`config.mk`:
```
export PLATFORM = sky130hd
export DESIGN_NAME = adder_arbiter_flat
export DESIGN_NICKNAME = d
export VERILOG_FILES = /design/src/rtl/adder_arbiter_if.sv /design/src/rtl/adder_arbiter.sv /design/src/flat_wrapper.sv
export SDC_FILE = /design/constraint.sdc
export NUM_CORES = 1
export LEC_CHECK = 0
export CORE_AREA = 5 5 155 157
export CTS_CLUSTER_DIAMETER = 100
export DETAILED_ROUTE_END_ITERATION = 8
export DIE_AREA = 0 0 160 162
export PLACE_DENSITY = 0.7
export SETUP_SLACK_MARGIN = 0.4
export SLEW_MARGIN = 10
export SYNTH_ARGS = -nofsm -noshare
export SYNTH_HDL_FRONTEND = slang
export SYNTH_SLANG_ARGS = --single-unit
```
`constraint.sdc`:
```
create_clock -name clk -period 3.3 [get_ports clk]
set_input_delay 0.66 -clock clk [delete_from_list [all_inputs] [get_ports clk]]
set_output_delay 0.66 -clock clk [all_outputs]
set_load 0.02 [all_outputs]
```
`src/rtl/adder_arbiter_if.sv`:
```
// Request, shared-adder and tagged-response signals of adder_arbiter.
// slave is the arbiter's view; master is the requester/adder/consumer side.
interface adder_arbiter_if #(
   parameter int unsigned WIDTH   = 32,
   parameter int unsigned NUM_REQ = 4,
   parameter int unsigned ID_W    = 2
);
   logic [NUM_REQ-1:0]       req_valid;
   logic [NUM_REQ-1:0]       req_ready;
   logic [NUM_REQ*WIDTH-1:0] req_a;
   logic [NUM_REQ*WIDTH-1:0] req_b;
   logic [NUM_REQ-1:0]       req_sub;

   logic [WIDTH-1:0]         add_i_1;
   logic [WIDTH-1:0]         add_i_2;
   logic                     add_invert_i_2;
   logic                     add_enable;
   logic [WIDTH-1:0]         add_o;
   logic                     add_overflow_flag;
   logic                     add_zero_flag;
   logic                     add_exception_flag;

   logic                     rsp_valid;
   logic                     rsp_ready;
   logic [ID_W-1:0]          rsp_id;
   logic [WIDTH-1:0]         rsp_result;
   logic                     rsp_overflow;
   logic                     rsp_zero;
   logic                     rsp_exception;

   modport slave (
      input  req_valid, req_a, req_b, req_sub,
      output req_ready,
      output add_i_1, add_i_2, add_invert_i_2, add_enable,
      input  add_o, add_overflow_flag, add_zero_flag, add_exception_flag,
      output rsp_valid, rsp_id, rsp_result, rsp_overflow, rsp_zero, rsp_exception,
      input  rsp_ready
   );

   modport master (
      output req_valid, req_a, req_b, req_sub,
      input  req_ready,
      input  add_i_1, add_i_2, add_invert_i_2, add_enable,
      output add_o, add_overflow_flag, add_zero_flag, add_exception_flag,
      input  rsp_valid, rsp_id, rsp_result, rsp_overflow, rsp_zero, rsp_exception,
      output rsp_ready
   );
endinterface

```
`src/rtl/adder_arbiter.sv`:
```
// Round-robin arbiter time-sharing one external adder among NUM_REQ requesters.
// One operation in flight: IDLE grants, EXEC drives the adder, RESP holds the tagged result.
module adder_arbiter #(
   parameter int unsigned WIDTH   = 32,
   parameter int unsigned NUM_REQ = 4,
   parameter int unsigned ID_W    = 2
) (
   input  logic           clk,
   input  logic           rst,
   adder_arbiter_if.slave bus
);
   typedef enum logic [1:0] {IDLE, EXEC, RESP} state_t;

   state_t           state;
   state_t           state_next;

   logic [WIDTH-1:0] op_a;
   logic [WIDTH-1:0] op_b;
   logic             op_sub;
   logic [ID_W-1:0]  cur_id;
   logic [ID_W-1:0]  last_grant;
   logic             add_en;

   logic             rsp_valid;
   logic [ID_W-1:0]  rsp_id;
   logic [WIDTH-1:0] rsp_result;
   logic             rsp_overflow;
   logic             rsp_zero;
   logic             rsp_exception;

   logic [ID_W-1:0]  winner;
   logic             found;
   logic             grant;
   int unsigned      cand;

   // Scan upward from last_grant+1 with wrap, so the last winner has lowest priority.
   always_comb begin
      found  = 1'b0;
      winner = '0;
      cand   = 0;
      for (int unsigned i = 1; i <= NUM_REQ; i++) begin
         cand = (32'(last_grant) + i) % NUM_REQ;
         if (!found && 1'(bus.req_valid >> cand)) begin
            found  = 1'b1;
            winner = ID_W'(cand);
         end
      end
   end

   always_ff @(posedge clk or posedge rst) begin
      if (rst) state <= IDLE;
      else     state <= state_next;
   end

   // Next state; req_ready is only ever raised for the winner of an IDLE cycle.
   always_comb begin
      state_next    = state;
      grant         = 1'b0;
      bus.req_ready = '0;
      case (state)
         IDLE: begin
            if (found && !rst) begin
               grant         = 1'b1;
               bus.req_ready = NUM_REQ'(1) << winner;
               state_next    = EXEC;
            end
         end
         EXEC:    state_next = RESP;
         RESP:    if (bus.rsp_ready) state_next = IDLE;
         default: state_next = IDLE;
      endcase
   end

   // Operand capture at grant, result capture after the single EXEC cycle.
   always_ff @(posedge clk or posedge rst) begin
      if (rst) begin
         op_a          <= '0;
         op_b          <= '0;
         op_sub        <= 1'b0;
         cur_id        <= '0;
         last_grant    <= ID_W'(NUM_REQ - 1);
         add_en        <= 1'b0;
         rsp_valid     <= 1'b0;
         rsp_id        <= '0;
         rsp_result    <= '0;
         rsp_overflow  <= 1'b0;
         rsp_zero      <= 1'b0;
         rsp_exception <= 1'b0;
      end else begin
         add_en <= grant;
         case (state)
            IDLE: begin
               if (grant) begin
                  op_a       <= WIDTH'(bus.req_a >> (32'(winner) * WIDTH));
                  op_b       <= WIDTH'(bus.req_b >> (32'(winner) * WIDTH));
                  op_sub     <= 1'(bus.req_sub >> winner);
                  cur_id     <= winner;
                  last_grant <= winner;
               end
            end
            EXEC: begin
               rsp_result    <= bus.add_o;
               rsp_overflow  <= bus.add_overflow_flag;
               rsp_zero      <= bus.add_zero_flag;
               rsp_exception <= bus.add_exception_flag;
               rsp_id        <= cur_id;
               rsp_valid     <= 1'b1;
            end
            RESP: begin
               if (bus.rsp_ready) rsp_valid <= 1'b0;
            end
            default: ;
         endcase
      end
   end

   assign bus.add_i_1        = op_a;
   assign bus.add_i_2        = op_b;
   assign bus.add_invert_i_2 = op_sub;
   assign bus.add_enable     = add_en;

   assign bus.rsp_valid      = rsp_valid;
   assign bus.rsp_id         = rsp_id;
   assign bus.rsp_result     = rsp_result;
   assign bus.rsp_overflow   = rsp_overflow;
   assign bus.rsp_zero       = rsp_zero;
   assign bus.rsp_exception  = rsp_exception;
endmodule

```
`src/flat_wrapper.sv`:
```
// flat-port wrapper written by rule: the top's interface ports become plain ports
module adder_arbiter_flat 
#(
   parameter int unsigned WIDTH   = 32,
   parameter int unsigned NUM_REQ = 4,
   parameter int unsigned ID_W    = 2
)
  (clk, rst, bus_req_valid, bus_req_a, bus_req_b, bus_req_sub, bus_req_ready, bus_add_i_1, bus_add_i_2, bus_add_invert_i_2, bus_add_enable, bus_add_o, bus_add_overflow_flag, bus_add_zero_flag, bus_add_exception_flag, bus_rsp_valid, bus_rsp_id, bus_rsp_result, bus_rsp_overflow, bus_rsp_zero, bus_rsp_exception, bus_rsp_ready);
  adder_arbiter_if #(.WIDTH(WIDTH), .NUM_REQ(NUM_REQ), .ID_W(ID_W)) bus_i ();
  input  logic clk;
  input  logic rst;
  input wire logic [$bits(bus_i.req_valid)-1:0] bus_req_valid;
  input wire logic [$bits(bus_i.req_a)-1:0] bus_req_a;
  input wire logic [$bits(bus_i.req_b)-1:0] bus_req_b;
  input wire logic [$bits(bus_i.req_sub)-1:0] bus_req_sub;
  output wire logic [$bits(bus_i.req_ready)-1:0] bus_req_ready;
  output wire logic [$bits(bus_i.add_i_1)-1:0] bus_add_i_1;
  output wire logic [$bits(bus_i.add_i_2)-1:0] bus_add_i_2;
  output wire logic [$bits(bus_i.add_invert_i_2)-1:0] bus_add_invert_i_2;
  output wire logic [$bits(bus_i.add_enable)-1:0] bus_add_enable;
  input wire logic [$bits(bus_i.add_o)-1:0] bus_add_o;
  input wire logic [$bits(bus_i.add_overflow_flag)-1:0] bus_add_overflow_flag;
  input wire logic [$bits(bus_i.add_zero_flag)-1:0] bus_add_zero_flag;
  input wire logic [$bits(bus_i.add_exception_flag)-1:0] bus_add_exception_flag;
  output wire logic [$bits(bus_i.rsp_valid)-1:0] bus_rsp_valid;
  output wire logic [$bits(bus_i.rsp_id)-1:0] bus_rsp_id;
  output wire logic [$bits(bus_i.rsp_result)-1:0] bus_rsp_result;
  output wire logic [$bits(bus_i.rsp_overflow)-1:0] bus_rsp_overflow;
  output wire logic [$bits(bus_i.rsp_zero)-1:0] bus_rsp_zero;
  output wire logic [$bits(bus_i.rsp_exception)-1:0] bus_rsp_exception;
  input wire logic [$bits(bus_i.rsp_ready)-1:0] bus_rsp_ready;
  assign bus_i.req_valid = bus_req_valid;
  assign bus_i.req_a = bus_req_a;
  assign bus_i.req_b = bus_req_b;
  assign bus_i.req_sub = bus_req_sub;
  assign bus_req_ready = bus_i.req_ready;
  assign bus_add_i_1 = bus_i.add_i_1;
  assign bus_add_i_2 = bus_i.add_i_2;
  assign bus_add_invert_i_2 = bus_i.add_invert_i_2;
  assign bus_add_enable = bus_i.add_enable;
  assign bus_i.add_o = bus_add_o;
  assign bus_i.add_overflow_flag = bus_add_overflow_flag;
  assign bus_i.add_zero_flag = bus_add_zero_flag;
  assign bus_i.add_exception_flag = bus_add_exception_flag;
  assign bus_rsp_valid = bus_i.rsp_valid;
  assign bus_rsp_id = bus_i.rsp_id;
  assign bus_rsp_result = bus_i.rsp_result;
  assign bus_rsp_overflow = bus_i.rsp_overflow;
  assign bus_rsp_zero = bus_i.rsp_zero;
  assign bus_rsp_exception = bus_i.rsp_exception;
  assign bus_i.rsp_ready = bus_rsp_ready;
  adder_arbiter #(.WIDTH(WIDTH), .NUM_REQ(NUM_REQ), .ID_W(ID_W)) u_core (.clk(clk), .rst(rst), .bus(bus_i));
endmodule
```
======== Word-level counts from Yosys, hierarchy flattened ========
Index checks and enable logic that the tools add are counted.
word-level totals
  register bits after elaboration ......... 110
  input port bits ......................... 302
  output and inout port bits .............. 108
  word-level logic and storage cells ...... 59
operators by class
  $add $sub $neg .......................... 4
  equal/unequal tests ..................... 4
  shift-type cells ........................ 8
  mux-type cells .......................... 17
  reduce and logical (&&, ||, !) cells .... 13
operators with widths
  cell                 count
  $shr 128x7->32       2
  $shr 4x2->1          5
  $mux 2               6
  $mux 4               2
  $mux 1               7
  $pmux 2 s3           1
  $reduce_and 2->1     3
  $add 2x1->2 const B  2
  $add 2x2->2 const B  2
  $logic_and 1x1->1    4
  $logic_not 1->1      4
  $shl 1x2->4 const A  1
  $eq 2x1->1 const B   1
  $eq 2x2->1 const B   1
  $logic_not 2->1      1
  $ne 2x1->1 const B   1
  $ne 2x2->1 const B   1
  $pmux 1 s2           1
  $reduce_bool 2->1    1

======== Depth between registers and ports, before layout ========
Gate-level depths: netlist of run 1.
  depth in word-level cells ............... 16
  depth in mapped cells ................... 8
  mapped depth without buffers ............ 5

======== Worst setup path after synthesis of run 1 ========
No wires, ideal clock.
  path kind ............................... in2out
  from .................................... in bus_req_valid[0]
  to ...................................... out bus_req_ready[3]
  arrival ................................. 2087 ps
  required time ........................... 2640 ps
  setup slack ............................. 553 ps
  stages on the path ...................... 6
  buffers on the path ..................... 2
  cell sequence ........................... or2_2 > a311oi_1 > clkbuf_1 > buf_2 > nand2_1 > nor2_1
on the way
  word-level cells in the longest chain between the ends .. 14
  elaborated cells on any way between the ends .. 22
  classes of those cells .................. shift (5); mux (10); reduce/logical (7)
ends and longest elaborated chain
  what                                              RTL line                                  RTL
  start: declaration                                flat_wrapper.sv:12                        input wire logic [$bits(bus_i.req_valid)-1:0] bus_req_valid;
  $shr 4x2->1                                       adder_arbiter.sv:43                       if (!found && 1'(bus.req_valid >> cand)) begin
  $mux 1                                            adder_arbiter.sv:43
  $logic_not 1->1                                   adder_arbiter.sv:43
  $logic_and 1x1->1                                 adder_arbiter.sv:43
  $mux 1                                            adder_arbiter.sv:43
  $logic_not 1->1                                   adder_arbiter.sv:43
  $logic_and 1x1->1                                 adder_arbiter.sv:43
  $mux 1                                            adder_arbiter.sv:43
  $logic_not 1->1                                   adder_arbiter.sv:43
  $logic_and 1x1->1                                 adder_arbiter.sv:43
  $mux 2 or $mux 1 (tied branches)                  adder_arbiter.sv:43
  $shl 1x2->4 or $logic_and 1x1->1 (tied branches)  adder_arbiter.sv:64, adder_arbiter.sv:62
  $mux 4 *                                          adder_arbiter.sv:62                       if (found && !rst) begin
  $mux 4 *                                          adder_arbiter.sv:60                       case (state)
  end: declaration                                  flat_wrapper.sv:16                        output wire logic [$bits(bus_i.req_ready)-1:0] bus_req_ready;
Mark *: on every way between the ends. The rest lies on a longest branch, timed or not.

======== Worst setup path in the final report of run 1 ========
Same ends and word-level chain as after synthesis.

==> key figures, run 1 <==
Status
  • Status: finished, final reports clean

Floorplan
  • Initial core utilization: 26.5%
  • Row count: 55
  • Die footprint: 25,900 um2
  • CORE AREA: 22,400 um2
  • Die height: 162 um
  • Io pins: 410
  • Chip Width: 160 um

Place
  • Port-buffer cells: 409
  • Placed cell area: 10,300 um2
  • Placed Instances: 1,245
  • Gp weighted congestion: 0.802
  • Pre-CTS setup slack: -0.229 ns
  • Final HPWL DP: 18.7 mm

Pwr
  • Switching part of the total: 41.5%
  • Peak VDD IR: 0.316 mV
  • Switching Power: 3.63 mW
  • Tot Pwr: 8.76 mW
  • Internal Pwr Total: 5.13 mW
  • PD cells: 817 nW/um2
  • Combinational power share: 58.6%
  • Sequential Power Share: 28.1%
  • Leakage: 4.30 nW
  • Power share of the clock group: 13.3%

Critical path
  • Critical Path AT: 2.15 ns
  • Max incr delay on CP: 0.36 ns
  • Setup crit start: bus_req_valid[0]
  • Critical Path RT: 2.64 ns
  • Setup crit end kind: output port
  • CP bufs+invs: 2
  • Reg-to-reg startpoint: u_core.last_grant[0]
  • Crit path max fanout: 6
  • Critical Path Start Type: input port
  • CP Depth: 6
  • CP max stage cell: a311oi_4
  • Critical setup path kind: in -> out
  • CP delay by family, top: simple AND/OR/NAND/NOR gates
  • Worst r2r path cells: 6
  • Crit-path cells: dlygate4sd2_1 > or2_2 > a311oi_4 > nand2_1 > nor2_2 > buf_2

STA
  • Worst Tran Pin Value: 1.08 ns
  • Unrepaired setup endpoints after global routing: false
  • Final slew viol count: 0
  • Final worst slack: 0.485 ns
  • Crit share post-route: 85.3%
  • Setup Viol. Count Final: 0
  • Final period demand of the worst path: 2.81 ns
  • Maximum clock rate: 355 MHz
  • Hold WS: 0.483 ns
  • Rel. slew slack: 27.8%
  • Total negative slack: 0 ns
  • Fin. Hold Viols: 0
  • Final Skew: 0.0166 ns

Synth
  • Sequential-to-total area share from yosys stat: 46.4%
  • Synth unique cells: 37
  • Area leader, netlist: dfrtp_1
  • Yosys top cell area share: 45.5%
  • Synth warn: 0
  • Synthesized flop and latch total: 110
  • Mapped Nets: 890
  • Syn_area_per_cell: 10.1 um2
  • Synth Cell Area: 5930 um2
  • Synth top area cells: dfrtp_1 46%, a221o_1 7.6%, o32a_1 7.6%
  • Post-synthesis cell count: 588

Clocking
  • Total CTS buffers: 9
  • Root Driver: clkbuf_16
  • CTS max path bufs: 2
  • Worst skew pair latency: 0.36 ns
  • # clock sinks: 110
  • Clk pin slew, worst setup/hold paths: 0.08 ns
  • CTS tree: built
  • CTS H-Tree Depth: 3
  • Hold_buf cts: 0

Final layout
  • Final Non-Filler Cells: 1,264
  • Final Util: 47.9%
  • Layout area overhead: 80.6%
  • Most frequent cells in the layout: 401 x clkdlybuf4s50_1, 108 x dfrtp_1, 71 x nor2_1
  • Antenna cells: 0
  • Fin area: 10,700 um2
  • Final nets: 1,276
  • Leading cell type in the layout, fill and taps excluded: clkdlybuf4s50_1
  • Proportion of layout cells with a drive suffix above 1: 10.5%

Routing
  • Via count: 6,414
  • Drt initial violations: 353
  • DRT Wirelength: 24.9 mm
  • Vias per cell: 5.07
  • WL/cell: 19.7 um
  • DRC: 0
  • DR pass1 iterations: 4
  • Final ANT Viol Nets: 0

Worst hold path
  • Min-delay src: u_core.cur_id[1]
  • Hold path depth: 2
  • Hold crit path type: reg -> reg

Global route
  • First-pass GRT wire length: 37.3 mm
  • Initial antenna violation count: 0
  • Overflow left after global routing: 0
  • Vias in the first global route: 6,534
  • Global-route usage over all layers: 18.0%
  • Largest net degree at the start of global routing: 81

Job
  • Max_cap viols: 0
[Yosys cell counts, drive strengths merged]
master     n
dfstp      2
buf       26
mux2      37
nor2b      2
nor2      73
a211o      1
o311a      1
o21ai      4
nor3b      2
clkbuf    36
a221oi    20
o2bb2ai    1
nand2     49
and2       3
a31oi     20
nand3     20
o32a      45
a221o     45
nor3       2
and3      46
or2        2
dfrtp    108
a211oi     2
a22oi      1
a21oi      7
a2111o     1
a311oi     1
inv        8
nand2b     3
nand3b    20
[routing by layer]
layer  track usage [%]  routed length [um]  up-vias
met5                 0                   0        -
met4              4.54                 444        0
met3              5.33                1870       29
met2              31.9               12700      276
met1              21.4                9830     3094
li1                  -                   -     3015
[path summary, 6_finish.rpt]
kind	slack [ns]	to
worst max-delay path	0.49	bus_req_ready[3]
worst min-delay path	0.48	u_core.cur_id[1]
worst max register to register	0.77	u_core.bus.add_i_1[2]
worst min register to register	0.48	u_core.cur_id[1]
min in group asynchronous	0.95	u_core.bus.rsp_result[29]
max in group asynchronous	1.81	u_core.bus.add_i_1[20]
[layout make-up]
cell class,instances,area [um2]
fill,2161,11600
clock inverter,7,93.8
timing repair buffer,437,4330
multi-input combinational,408,2920
clock buffer,9,225
inverter,8,33.8
tap,285,357
sequential,110,2760
[worst register-to-register path: stages, from the launching register on]
cell	delay, ns
dfstp_2	0.64
nand2b_4	0.19
o21ai_1	0.10
a211oi_4	0.33
buf_4	0.60
nor2_1	0.19
o32a_1	0.37
[logic make-up (layout without fill, tap and decap cells)]
kind of cell           count (synthesis)  after routing  share of synthesized area [%]
multiplexers                          37             37                           7.02
AND/OR/NAND/NOR                      222            222                           18.4
buffers and inverters                 70            461                           5.59
flip-flops                           110            110                           46.4
AO/OA/AOI/OAI                        149            149                           22.5
[flip-flops by register name, summed over array words and instances, names as in the netlist]
| signal | cells |
|---|---|
| u_core.bus.rsp_valid | 1 |
| u_core.bus.rsp_exception | 1 |
| u_core.bus.rsp_zero | 1 |
| u_core.cur_id | 2 |
| u_core.bus.rsp_result | 32 |
| u_core.state | 2 |
| u_core.bus.add_i_1 | 32 |
| u_core.bus.rsp_overflow | 1 |
| u_core.bus.rsp_id | 2 |
| u_core.bus.add_i_2 | 32 |
| u_core.last_grant | 2 |
| u_core.bus.add_invert_i_2 | 1 |
| u_core.bus.add_enable | 1 |
[power groups by stage]
| stage | Combinational [mW] | Sequential [mW] | Clock [mW] |
|---|---|---|---|
| 2_1_floorplan | 2.04 | 3.19 | 0 |
| 3_3_place_gp | 5.10 | 2.44 | 0 |
| 3_5_place_dp | 5.15 | 2.48 | 0 |
| 4_1_cts | 5.20 | 2.45 | 1.22 |
| 5_1_grt | 5.48 | 2.54 | 1.28 |
| 6_report | 5.13 | 2.46 | 1.17 |
[repair_timing]
item                                    CTS  global route
gates cloned                              0             0
endpoints found under the setup margin    4             5
resized for setup                        17             4
buffers inserted                          2             1
pin swaps                                 2             2
endpoints found under the hold margin     0             0
(Power assumes the default switching activity.)
==> inputs of run 2 (changes only) <==
--- a/config.mk
+++ b/config.mk
@@ -9,9 +9,10 @@
 export CTS_CLUSTER_DIAMETER = 100
 export DETAILED_ROUTE_END_ITERATION = 8
 export DIE_AREA = 0 0 160 162
-export PLACE_DENSITY = 0.7
+export PLACE_DENSITY = 0.67
 export SETUP_SLACK_MARGIN = 0.4
-export SLEW_MARGIN = 10
+export SKIP_LAST_GASP = 1
+export SLEW_MARGIN = 20
 export SYNTH_ARGS = -nofsm -noshare
 export SYNTH_HDL_FRONTEND = slang
 export SYNTH_SLANG_ARGS = --single-unit
==> constraint.sdc (replaced) <==
create_clock -name clk -period 3.2 [get_ports clk]
set_input_delay 0.64 -clock clk [delete_from_list [all_inputs] [get_ports clk]]
set_output_delay 0.64 -clock clk [all_outputs]
set_load 0.02 [all_outputs]
==> key figures, run 2 (synthesized netlist as in run 1, its figures left out) <==
Status
  • Status: finished, final reports clean

Pwr
  • Combinational power share: 58.6% (about the same)
  • Sequential Power Share: 28.0% (about the same)
  • Leakage: 4.32 nW (+0.49%)
  • Switching part of the total: 41.3% (-0.17 points)
  • Switching Power: 3.72 mW (+2.5%)
  • PD cells: 838 nW/um2 (+2.5%)
  • Power share of the clock group: 13.4% (about the same)
  • Internal Pwr Total: 5.29 mW (+3.3%)
  • Peak VDD IR: 0.389 mV (+23%)

Routing
  • Drt initial violations: 390 (+10%)
  • Metal2 WL: 12.7 mm (about the same)
  • DR pass1 iterations: 4 (unchanged)
  • Met3 WL: 2.05 mm (+9.5%)
  • WL met1: 10.1 mm (+2.9%)
  • DRT Wirelength: 25.4 mm (+2.3%)
  • Via count: 6,381 (-0.51%)
  • Final ANT Viol Nets: 0 (unchanged)
  • WL/cell: 20.0 um (+1.8%)
  • DRC: 0 (unchanged)
  • Top Metal Used: met5
  • Vias per cell: 5.02 (-0.98%)

Global route
  • Global-route usage over all layers: 18.8% (+0.81 points)
  • Largest net degree at the start of global routing: 91 (+12%)
  • Initial antenna violation count: 1 (+1)
  • Vias in the first global route: 6,563 (+0.44%)
  • Overflow left after global routing: 0 (unchanged)
  • First-pass GRT wire length: 38.6 mm (+3.5%)

Clocking
  • CTS max path bufs: 2 (unchanged)
  • Root Driver: clkbuf_16
  • Worst skew pair latency: 0.36 ns (about the same)
  • CTS tree: built
  • CTS H-Tree Depth: 3 (unchanged)
  • # clock sinks: 110 (unchanged)
  • Clk pin slew, worst setup/hold paths: 0.08 ns (about the same)
  • Total CTS buffers: 9 (unchanged)

STA
  • Fin. Hold Viols: 0 (unchanged)
  • Final worst slack: 0.502 ns (+0.0167 ns)
  • Crit share post-route: 84.3%
  • Total negative slack: 0 ns (unchanged)
  • Rel. slew slack: 29.7% (+1.9 points)
  • Hold WS: 0.486 ns (+0.00289 ns)
  • Final Skew: 0.0141 ns (-0.00252 ns)
  • Setup Viol. Count Final: 0 (unchanged)
  • Worst Tran Pin Value: 1.05 ns (-0.0285 ns)
  • Final slew viol count: 0 (unchanged)
  • Final period demand of the worst path: 2.70 ns
  • Unrepaired setup endpoints after global routing: false
  • Maximum clock rate: 371 MHz

Critical path
  • Critical Path AT: 2.06 ns (-0.09 ns)
  • Crit path max fanout: 2 (-4)
  • RR Endpoint: u_core.bus.add_i_2[12]
  • Critical Path Start Type: input port
  • Critical setup path kind: in -> out
  • Reg-to-reg startpoint: u_core.last_grant[0]
  • Worst r2r path cells: 9 (+3)
  • Setup crit end kind: output port
  • Flop2flop setup slack: 0.71 ns (-0.06 ns)
  • Critical Path RT: 2.56 ns (-0.08 ns)

Worst hold path
  • Hold crit path type: reg -> reg
  • Hold path depth: 2 (unchanged)
  • Worst hold path endpoint: u_core.cur_id[1]
  • Min-delay src: u_core.cur_id[1]

Final layout
  • Most frequent cells in the layout: 401 x clkdlybuf4s50_1, 108 x dfrtp_1, 72 x nor2_1
  • Final nets: 1,282 (+0.47%)
  • Antenna cells: 0 (unchanged)
  • Proportion of layout cells with a drive suffix above 1: 11.1% (+0.55 points)
  • Leading cell type in the layout, fill and taps excluded: clkdlybuf4s50_1
  • Layout area overhead: 81.3%
  • Fin area: 10,800 um2 (+0.41%)

Floorplan
  • Row count: 55 (unchanged)
  • Chip Width: 160 um (unchanged)
  • Die footprint: 25,900 um2 (unchanged)
  • Io pins: 410 (unchanged)
  • CORE AREA: 22,400 um2 (unchanged)
  • Die height: 162 um (unchanged)
  • Initial core utilization: 26.5% (unchanged)

Place
  • Placed cell area: 10,400 um2 (+0.58%)
  • Port-buffer cells: 409 (unchanged)
  • Final HPWL DP: 19.1 mm (+2.0%)
  • Pre-CTS setup slack: -0.117 ns (+0.112 ns)
  • Gp weighted congestion: 0.835 (+4.1%)

Job
  • Max_cap viols: 0 (unchanged)
[run 2: area by class of cell]
type	count	area [um2]
inverters	8	33.8
clock inverters	7	93.8
multi-input cells	408	2920
well taps	285	357
clock buffers	9	225
fillers	2099	11600
flip-flops and latches	110	2760
repair buffers	443	4380
[run 2: per-layer routing]
| layer | global-route usage, % | up-vias |
|---|---|---|
| li1 | - | 3025 |
| met1 | 22.8 | 3014 |
| met2 | 32.8 | 302 |
| met3 | 5.25 | 38 |
| met4 | 5.40 | 2 |
| met5 | 0 | - |
[run 2: power by group through the flow]
| stage | clock [mW] | sequential (mW) | combinational, mW |
|---|---|---|---|
| after floorplan | 0 | 3.29 | 2.10 |
| after global placement | 0 | 2.52 | 5.26 |
| after detailed placement | 0 | 2.56 | 5.30 |
| after CTS | 1.25 | 2.53 | 5.33 |
| after global routing | 1.30 | 2.61 | 5.68 |
| final | 1.21 | 2.52 | 5.29 |
[run 2: what timing repair did]
item	in CTS	in global routing
endpoints found under the setup margin	6	1
resized for setup	26	0
hold endpoints to repair	0	0
hold buffers	0	0
setup buffers	1	2
pin swaps	2	0
cloned	0	0
[run 2: worst max path at each step]
stage                         start                    end
2_1_floorplan      bus_req_valid[0]       bus_req_ready[3]
3_3_place_gp       bus_req_valid[1]       bus_req_ready[3]
3_5_place_dp       bus_req_valid[0]       bus_req_ready[3]
4_1_cts        u_core.last_grant[0]       bus_req_ready[2]
5_1_grt            bus_req_valid[0]  u_core.bus.add_i_1[9]
6_report           bus_req_valid[0]       bus_req_ready[2]
[run 2: worst max-delay path, cell delays in order]
cell	delay, ns
dlygate4sd2_1	0.25
buf_4	0.14
or2_4	0.25
a311oi_4	0.31
buf_4	0.17
and3_4	0.18
buf_6	0.12
[run 2: through the flow]
step / util, % / power (mW) / instances
floorplan: - / 5.39 / 588
global placement: 46.5 / 7.78 / 1251
detailed placement: 46.5 / 7.85 / 1251
CTS: 48.0 / 9.11 / 1268
global route: 48.1 / 9.58 / 1270
finish: 48.1 / 9.02 / 1270
